[src/rtl/ascon_pkg.sv]
// rtl/ascon_pkg.sv - shared constants, types and helpers for the Ascon permutation engine
package ascon_pkg;

    localparam int STATE_W = 320;
    localparam int CTR_W   = 5;
    localparam int WORD_W  = 64;

    // First round constant for each supported round count; later rounds step down by RC_STEP
    localparam logic [7:0] RC_START_6  = 8'h96;
    localparam logic [7:0] RC_START_8  = 8'hB4;
    localparam logic [7:0] RC_START_12 = 8'hF0;
    localparam logic [7:0] RC_STEP     = 8'h0F;

    // Linear-layer rotate-right amounts, one pair per state word
    localparam int ROT_X0_A = 19;
    localparam int ROT_X0_B = 28;
    localparam int ROT_X1_A = 61;
    localparam int ROT_X1_B = 39;
    localparam int ROT_X2_A = 1;
    localparam int ROT_X2_B = 6;
    localparam int ROT_X3_A = 10;
    localparam int ROT_X3_B = 17;
    localparam int ROT_X4_A = 7;
    localparam int ROT_X4_B = 41;

    typedef enum logic [1:0] {
        IDLE = 2'd0,
        RUN  = 2'd1,
        DONE = 2'd2
    } perm_state_t;

    // Only 6 and 8 are honoured; anything else (including 0) falls back to the full 12 rounds
    function automatic logic [CTR_W-1:0] eff_rounds(input logic [CTR_W-1:0] r);
        if ((r == CTR_W'(6)) || (r == CTR_W'(8))) begin
            return r;
        end
        return CTR_W'(12);
    endfunction

    // Round constant of the first round for an already-normalised round count
    function automatic logic [7:0] rc_start(input logic [CTR_W-1:0] eff);
        case (eff)
            CTR_W'(6): return RC_START_6;
            CTR_W'(8): return RC_START_8;
            default:   return RC_START_12;
        endcase
    endfunction

    function automatic logic [WORD_W-1:0] rotr64(input logic [WORD_W-1:0] x, input int n);
        return (x >> n) | (x << (WORD_W - n));
    endfunction

    // Ascon linear diffusion of one word: x ^ rotr(x,a) ^ rotr(x,b)
    function automatic logic [WORD_W-1:0] lin64(input logic [WORD_W-1:0] x, input int a, input int b);
        return x ^ rotr64(x, a) ^ rotr64(x, b);
    endfunction

endpackage

[src/rtl/ascon_round.sv]
// rtl/ascon_round.sv - one combinational Ascon round: constant addition, S-box layer, linear layer
module ascon_round
    import ascon_pkg::*;
(
    input  logic [STATE_W-1:0] i_state,
    input  logic [7:0]         i_rc,
    output logic [STATE_W-1:0] o_state
);

    logic [WORD_W-1:0] w_x0, w_x1, w_x2, w_x3, w_x4;
    logic [WORD_W-1:0] w_s0, w_s1, w_s2, w_s3, w_s4;
    logic [WORD_W-1:0] w_k0, w_k1, w_k2, w_k3, w_k4;
    logic [WORD_W-1:0] w_y0, w_y1, w_y2, w_y3, w_y4;

    // Split the state into words and add the round constant into the low byte of x2
    always_comb begin
        w_x0 = i_state[319:256];
        w_x1 = i_state[255:192];
        w_x2 = i_state[191:128] ^ {{(WORD_W-8){1'b0}}, i_rc};
        w_x3 = i_state[127:64];
        w_x4 = i_state[63:0];
    end

    // Bitsliced 5-bit S-box: input whitening, chi-like nonlinear step, output whitening
    always_comb begin
        w_s0 = w_x0 ^ w_x4;
        w_s1 = w_x1;
        w_s2 = w_x2 ^ w_x1;
        w_s3 = w_x3;
        w_s4 = w_x4 ^ w_x3;

        w_k0 = w_s0 ^ (~w_s1 & w_s2);
        w_k1 = w_s1 ^ (~w_s2 & w_s3);
        w_k2 = w_s2 ^ (~w_s3 & w_s4);
        w_k3 = w_s3 ^ (~w_s4 & w_s0);
        w_k4 = w_s4 ^ (~w_s0 & w_s1);

        w_y1 = w_k1 ^ w_k0;
        w_y0 = w_k0 ^ w_k4;
        w_y3 = w_k3 ^ w_k2;
        w_y2 = ~w_k2;
        w_y4 = w_k4;
    end

    // Per-word linear diffusion and reassembly in x0..x4 order
    always_comb begin
        o_state = {lin64(w_y0, ROT_X0_A, ROT_X0_B),
                   lin64(w_y1, ROT_X1_A, ROT_X1_B),
                   lin64(w_y2, ROT_X2_A, ROT_X2_B),
                   lin64(w_y3, ROT_X3_A, ROT_X3_B),
                   lin64(w_y4, ROT_X4_A, ROT_X4_B)};
    end

endmodule

[src/rtl/ascon_perm_ctrl.sv]
// rtl/ascon_perm_ctrl.sv - iterative Ascon permutation engine, one round per clock, valid/ready in and out
module ascon_perm_ctrl
    import ascon_pkg::*;
(
    input  logic               clk,
    input  logic               rst_n,
    input  logic               in_valid,
    output logic               in_ready,
    input  logic [STATE_W-1:0] state_in,
    input  logic [CTR_W-1:0]   rounds_in,
    output logic               out_valid,
    input  logic               out_ready,
    output logic [STATE_W-1:0] state_out,
    output logic [CTR_W-1:0]   ctr,
    output logic [CTR_W-1:0]   rounds,
    output logic [7:0]         rc
);

    perm_state_t        r_state;
    perm_state_t        w_state_nxt;
    logic [STATE_W-1:0] r_data;
    logic [CTR_W-1:0]   r_ctr;
    logic [CTR_W-1:0]   r_rounds;
    logic [7:0]         w_rc;
    logic [7:0]         w_rc_idx;
    logic               w_last_round;
    logic [STATE_W-1:0] w_round_out;

    assign w_last_round = (r_ctr == r_rounds);

    ascon_round u_round (
        .i_state (r_data),
        .i_rc    (w_rc),
        .o_state (w_round_out)
    );

    // FSM state register; reset abandons any in-flight permutation
    always_ff @(posedge clk or negedge rst_n) begin
        if (!rst_n) begin
            r_state <= IDLE;
        end else begin
            r_state <= w_state_nxt;
        end
    end

    // Next-state decode and handshake outputs; DONE always passes through IDLE before a new accept
    always_comb begin
        w_state_nxt = r_state;
        in_ready    = 1'b0;
        out_valid   = 1'b0;
        case (r_state)
            IDLE: begin
                in_ready = 1'b1;
                if (in_valid) begin
                    w_state_nxt = RUN;
                end
            end
            RUN: begin
                if (w_last_round) begin
                    w_state_nxt = DONE;
                end
            end
            DONE: begin
                out_valid = 1'b1;
                if (out_ready) begin
                    w_state_nxt = IDLE;
                end
            end
            default: begin
                w_state_nxt = IDLE;
            end
        endcase
    end

    // Round constant from the 1-based counter; forced to zero whenever no round is being applied
    always_comb begin
        w_rc_idx = 8'(r_ctr) - 8'd1;
        w_rc     = 8'd0;
        if (r_state == RUN) begin
            w_rc = rc_start(r_rounds) - 8'(w_rc_idx * RC_STEP);
        end
    end

    // State word, round counter and round count: latch on accept, advance one round per RUN cycle
    always_ff @(posedge clk or negedge rst_n) begin
        if (!rst_n) begin
            r_data   <= '0;
            r_ctr    <= '0;
            r_rounds <= '0;
        end else begin
            case (r_state)
                IDLE: begin
                    if (in_valid) begin
                        r_data   <= state_in;
                        r_rounds <= eff_rounds(rounds_in);
                        r_ctr    <= CTR_W'(1);
                    end
                end
                RUN: begin
                    r_data <= w_round_out;
                    if (w_last_round) begin
                        r_ctr <= '0;
                    end else begin
                        r_ctr <= r_ctr + CTR_W'(1);
                    end
                end
                default: begin
                    r_ctr <= '0;
                end
            endcase
        end
    end

    assign state_out = r_data;
    assign ctr       = r_ctr;
    assign rounds    = r_rounds;
    assign rc        = w_rc;

endmodule

[config.mk]
export PLATFORM = sky130hd
export DESIGN_NAME = ascon_perm_ctrl
export DESIGN_NICKNAME = d
export VERILOG_FILES = /design/src/rtl/ascon_pkg.sv /design/src/rtl/ascon_round.sv /design/src/rtl/ascon_perm_ctrl.sv
export SDC_FILE = /design/constraint.sdc
export NUM_CORES = 2
export LEC_CHECK = 0
export BUFFER_PORTS_ARGS = -buffer_cell sky130_fd_sc_hd__buf_4
export CAP_MARGIN = 20
export CORE_AREA = 2 2 262 264
export CTS_CLUSTER_SIZE = 25
export DETAILED_ROUTE_END_ITERATION = 7
export DIE_AREA = 0 0 264 266
export GPL_ROUTABILITY_DRIVEN = 0
export GPL_TIMING_DRIVEN = 0
export PLACE_DENSITY_LB_ADDON = 0.08
export SYNTH_ARGS = -nofsm -noshare
export SYNTH_HDL_FRONTEND = slang
export SYNTH_SLANG_ARGS = --single-unit
[constraint.sdc]
create_clock -name clk -period 9.7 [get_ports clk]
set_input_delay 0 -clock clk [delete_from_list [all_inputs] [get_ports clk]]
set_output_delay 0 -clock clk [all_outputs]
set_load 0.1 [all_outputs]
======== After elaboration in Yosys (flattened, before gate mapping) ========
Index checks and enable logic that the tools add are counted.
W data, S select, Z words.
storage, ports and cells
  bits in registers ....................... 332
  output and inout bits ................... 340
  word-level logic and storage cells ...... 86
cells by class
  add/sub/neg operators ................... 3
  multipliers ............................. 1
  eq/ne operators ......................... 10
  multiplexer cells ....................... 19
  bitwise operators ....................... 43
  reductions and logical operators ........ 6
operators with widths
  kind                   number
  $xor A64 B64 Y64       21
  $pmux W320 S2          1
  $not A64 Y64           6
  $and A64 B64 Y64       5
  $mux W320              1
  $or A23 B64 Y64        1
  $or A25 B64 Y64        1
  $or A3 B64 Y64         1
  $or A36 B64 Y64        1
  $or A45 B64 Y64        1
  $or A47 B64 Y64        1
  $or A54 B64 Y64        1
  $or A57 B64 Y64        1
  $or A58 B64 Y64        1
  $or A63 B64 Y64        1
  $xor A64 B8 Y64        1
  $mux W5                4
  $mux W8                2
  $pmux W7 S2            1
  $eq A5 B3 Y1 const B   2
  $eq A5 B4 Y1 const B   2
  $pmux W5 S2            1
  $mul A6 B5 Y8 const B  1
  $sub A8 B8 Y8          1
  other kinds (14)       23

======== Longest topological paths before layout ========
  depth in word-level cells ............... 15
  mapped depth ............................ 27

======== Modules after synthesis ========
From an unflattened synthesis, not the netlist that was laid out.
unflattened totals
  cell total of the unflattened synthesis .. 3501
  area total of the unflattened synthesis .. 31843.0 um^2
by module, submodules not included
  module           instances  cells each  area an instance (um^2)  seq. area each (um^2)
  ascon_round      1          1595        16278.1                  0.0
  ascon_perm_ctrl  1          1906        15564.9                  8308.0

======== Worst setup path after synthesis ========
No wires, ideal clock.
  path kind ............................... register to register
  start point ............................. register r_ctr[0], in the netlist ctr[0]
  end point ............................... register r_data[116], in the netlist state_out[116]
  library setup time ...................... 0.138 ns
  arrival ................................. 7.388 ns
  path slack .............................. 2.174 ns
  stages on the path, launching flop included .. 24
  path buffers ............................ 2
  clock period less this slack ............ 7.526 ns
  cell sequence ........................... dfrtp_1 > buf_2 > inv_1 > ha_1 > xnor2_1 > fa_1 > xor2_1 > ha_1 > fa_1 > inv_1 > ha_1 > buf_2 > a211oi_1 > a31oi_1 > xnor2_1 > nor2_1 > xor2_1 > ha_1 > xor2_1 > xor2_1 > xnor2_1 > xnor2_1 > a21oi_1 > o22ai_1
on the way
  cells in the longest elaborated chain, start to end .. 11
RTL lines
  element                   RTL line                text
  start: declaration        ascon_perm_ctrl.sv:22   logic [CTR_W-1:0] r_ctr;
  start signal: assignment  ascon_perm_ctrl.sv:104  r_ctr <= r_ctr + CTR_W'(1);
  $sub A5 B1 Y6             ascon_perm_ctrl.sv:77   w_rc_idx = 8'(r_ctr) - 8'd1;
  $mul A6 B5 Y8             ascon_perm_ctrl.sv:80   w_rc = rc_start(r_rounds) - 8'(w_rc_idx * RC_STEP);
  $sub A8 B8 Y8             ascon_perm_ctrl.sv:80
  $mux W8                   ascon_perm_ctrl.sv:79   if (r_state == RUN) begin
  named net rc[5]           ascon_perm_ctrl.sv:16   output logic [7:0] rc
  $xor A64 B8 Y64           ascon_round.sv:19       w_x2 = i_state[191:128] ^ {{(WORD_W-8){1'b0}}, i_rc};
  $xor A64 B64 Y64          ascon_round.sv:28       w_s2 = w_x2 ^ w_x1;
  $xor A64 B64 Y64          ascon_round.sv:34       w_k2 = w_s2 ^ (~w_s3 & w_s4);
  $xor A64 B64 Y64          ascon_round.sv:40       w_y3 = w_k3 ^ w_k2;
  $or A47 B64 Y64           ascon_pkg.sv:50         return (x >> n) | (x << (WORD_W - n));
  $xor A64 B64 Y64          ascon_pkg.sv:55         return x ^ rotr64(x, a) ^ rotr64(x, b);
  $pmux W320 S2             ascon_perm_ctrl.sv:91   case (r_state)
  end signal: assignment    ascon_perm_ctrl.sv:94   r_data <= state_in;
  end signal: assignment    ascon_perm_ctrl.sv:100  r_data <= w_round_out;
  end: declaration          ascon_perm_ctrl.sv:21   logic [STATE_W-1:0] r_data;
The timed path passes the listed nets, and every way through them passes these cells.
A chain may end at the register's enable or synchronous reset.

======== Worst setup path after layout ========
  start point ............................. register r_ctr[0], in the netlist ctr[0]
  end point ............................... register r_data[262], in the netlist state_out[262]
on the way
  cells in the longest elaborated chain, start to end .. 12
RTL lines
  element                        RTL line               text
  $sub A5 B1 Y6                  ascon_perm_ctrl.sv:77
  $mul A6 B5 Y8                  ascon_perm_ctrl.sv:80
  $sub A8 B8 Y8                  ascon_perm_ctrl.sv:80
  $mux W8                        ascon_perm_ctrl.sv:79
  $xor A64 B8 Y64                ascon_round.sv:19
  $xor A64 B64 Y64               ascon_round.sv:28
  $and A64 B64 Y64               ascon_round.sv:32      w_k0 = w_s0 ^ (~w_s1 & w_s2);
  $xor A64 B64 Y64               ascon_round.sv:32
  $xor A64 B64 Y64               ascon_round.sv:39      w_y0 = w_k0 ^ w_k4;
  $xor A64 B64 Y64 (2 in a row)  ascon_pkg.sv:55
  $pmux W320 S2                  ascon_perm_ctrl.sv:91
No other way between the ends.

==> metrics.csv <==
metric;value;unit
CTS tree;yes;
Crit. Startpoint;ctr[0];
fin. max-slew vios;0;
Syn Nets;3878;
clock skew;0.0206;ns
root buf cell;clkbuf_16;
gr ovfl total;0;
Final Cycle Share;0.786;
crit path cell chain;buf_2, inv_1, ha_1, nor3b_2, xnor2_1, xor2_1, ha_1, inv_1, ha_1, ha_1, fa_1, inv_1, ha_1, a21o_1, o21ai_0, a31oi_1, or2_2, ha_1, xnor2_1, xnor2_1, xor2_1, xnor2_1, a21oi_1, o22a_1;
starting density of the core;0.449;
Avg Cell Area, Syn;8.94;sq um
slowest CP cell;xnor2_1;
fmax;0.131;GHz
EDFF count, synth;0;
final hold vios;1;
Reg area;8310;sq um
crit path time final;7.63;ns
clk sinks;332;
Vias/cell;6.26;
largest cells by area after synthesis;dfrtp_1 27%, xnor2_1 22%, xor2_1 9.5%;
Yosys reg bits;332;
Syn-to-layout area delta;36.7;%
DR pass1 iterations;8;
FILL cells;6159;
Post-DRT Antenna Nets;0;
Port Buffer Count;667;
Skew-Pair Late Insertion Delay;0.61;ns
CP Launch Type;register;
Main synth FF type;dfrtp_1;
Worst Setup End Kind;register;
reported max-cap violation count;0;
RSZ-0062 raised after global routing;false;
Die Wd;264;microns
layout cells sized above 1;0.178;
post-layout util;0.613;
share of flip-flops with an asynchronous set or reset;1.00;
number of H-tree levels;2;
Post CTS Setup Buffer Count;0;
CP bufs+invs;4;
initial antenna violation count;11;
Ports;669;
top-count cell post-synth;xnor2_1;
Total Wirelength;178000;microns
CP dominant cell by count;ha_1;
Clock Pin Slew Worst Setup and Hold Paths;0.06;ns
Synth Instances;3400;
CP Max Fanout;10;
CTS Buf Count;42;
global-route wire length before repair;242000;microns
residual DRC count;155;
Net count, final;4947;
FF-to-FF Start;ctr[0];
die area;70200;sq um
number of global-route vias before repair;31900;
Yosys Warn Count;0;
Netlist cell types;68;
Least-Margin Pin Slew;1.43;ns
Rel. slew slack;0.0367;
Hold WC Path Type;in2reg;
Worst Path Required;10.19;ns
vias;33800;
Setup CP Type;reg2reg;
Commonest cells post-synth;776 x xnor2_1, 332 x dfrtp_1, 328 x xor2_1;
sequential fraction of the synthesis area;0.273;
gr usage total;0.493;
Worst path top cell family by delay;XOR/XNOR gates;
final HPWL from detailed placement;142000;microns
area of the multi-input gates;20800;sq um
final hold slack;-0.00164;ns
Hold Crit Start;state_in[13];
FP Rows;96;
maximum number of pins on one net before global-route repair;105;
core area;67700;sq um
status;complete, but fails checks;
post_cts resized;0;
setup_tns;0;ns
Mapped Area;30400;sq um
area leader, netlist;dfrtp_1;
Final Worst Setup Slack;2.07;ns
Synth top area share;0.273;
Critical Path Max Stage Delay;0.75;ns
WL per Instance;33.1;microns
initial DRC count;5305;
Clock Path Buffers;3;
Hold-fix buffers, CTS;325;
# setup viols final;0;
Arrival @ worst endpoint;8.12;ns
failing checks;DRC, hold timing;
die height;266;microns
Place WS;2.40;ns
==> layer usage <==
metal,part of all wire,track usage,vias to the layer above
met2,0.41,0.709,2901
met3,0.14,0.213,834
met4,0.10,0.385,8
met5,0.00064,0.0118,-
li1,-,-,13800
met1,0.35,0.575,16200
==> layout by cell type, fill, tap and decap left out, types with 14 or more instances in the layout <==
cell type	count
a21oi_1	301
xor2_1	328
buf_4	689
nor3b_1	164
xnor2_1	773
clkbuf_1	190
clkbuf_16	46
o22a_1	162
dfrtp_1	332
dlygate4sd3_1	325
ha_1	143
nor2_1	116
mux2i_1	14
and3b_1	130
o22ai_1	144
o21ai_0	134
nand2_1	170
inv_1	166
==> sequential cells by signal, indices dropped and copies added (netlist names) <==
register and count:
state_out 320, ctr 5, rounds 5, r_state 2
==> area by class of cell <==
type                            count  area share
Multi-Input combinational cell   2718       0.500
Antenna cell                       10    0.000602
Sequential cell                   332       0.200
Inverter                          166      0.0150
Clock buffer                       69      0.0310
Clock inverter                      8     0.00217
Timing Repair Buffer             1025       0.208
Buffer                            184      0.0174
Tap cell                          882      0.0266
==> path summary, 6_finish.rpt <==
| kind | depth (start not counted) | end | slack (ns) |
|---|---|---|---|
| max in group asynchronous | 4 | state_out[197] | 7.67 |
| worst min register to register | 2 | state_out[192] | 0.53 |
| worst max-delay path | 24 | state_out[262] | 2.07 |
| worst max register to register | 24 | state_out[262] | 2.07 |
| min in group asynchronous | 3 | state_out[258] | 0.46 |
| worst min-delay path | 4 | state_out[13] | -0.002 |
==> through the flow <==
| stage | hold slack, ns | instance area (sq um) | std cells |
|---|---|---|---|
| after floorplan | -0.296 | 30400 | 3400 |
| after global placement | 0.196 | 36500 | 4949 |
| after detailed placement | -0.0191 | 36700 | 4960 |
| after CTS | 0.00898 | 41300 | 5362 |
| after global routing | 0.0544 | 41500 | 5388 |
| final | -0.00164 | 41600 | 5394 |
==> logic make-up (layout without fill, tap and decap cells) <==
logic type                 Yosys count  after routing  synth area share
muxes                               15             15           0.00498
DFF                                332            332             0.273
xor gates and xnor gates          1108           1108             0.321
and+or+nand+nor                    651            651             0.130
buffers and inverters              350           1452            0.0442
adders and majority gates          155            155            0.0648
AOI/OAI and AO/OA                  789            789             0.162
other                                0             10                 0
==> worst register-to-register path, delay by kind of cell, from the launching register on <==
kind | cells | cell delay, ns
adder cells (fa/ha/maj) | 7 | 2.13
AND/OR/NAND/NOR | 2 | 0.55
flip-flops | 1 | 0.56
buffers and inverters | 4 | 0.49
XOR/XNOR | 6 | 2.63
AO/OA/AOI/OAI | 5 | 1.16
Power is left out: the tool's default activity adds up to more than one toggle a clock period on the data nets, which glitch-free logic cannot reach.
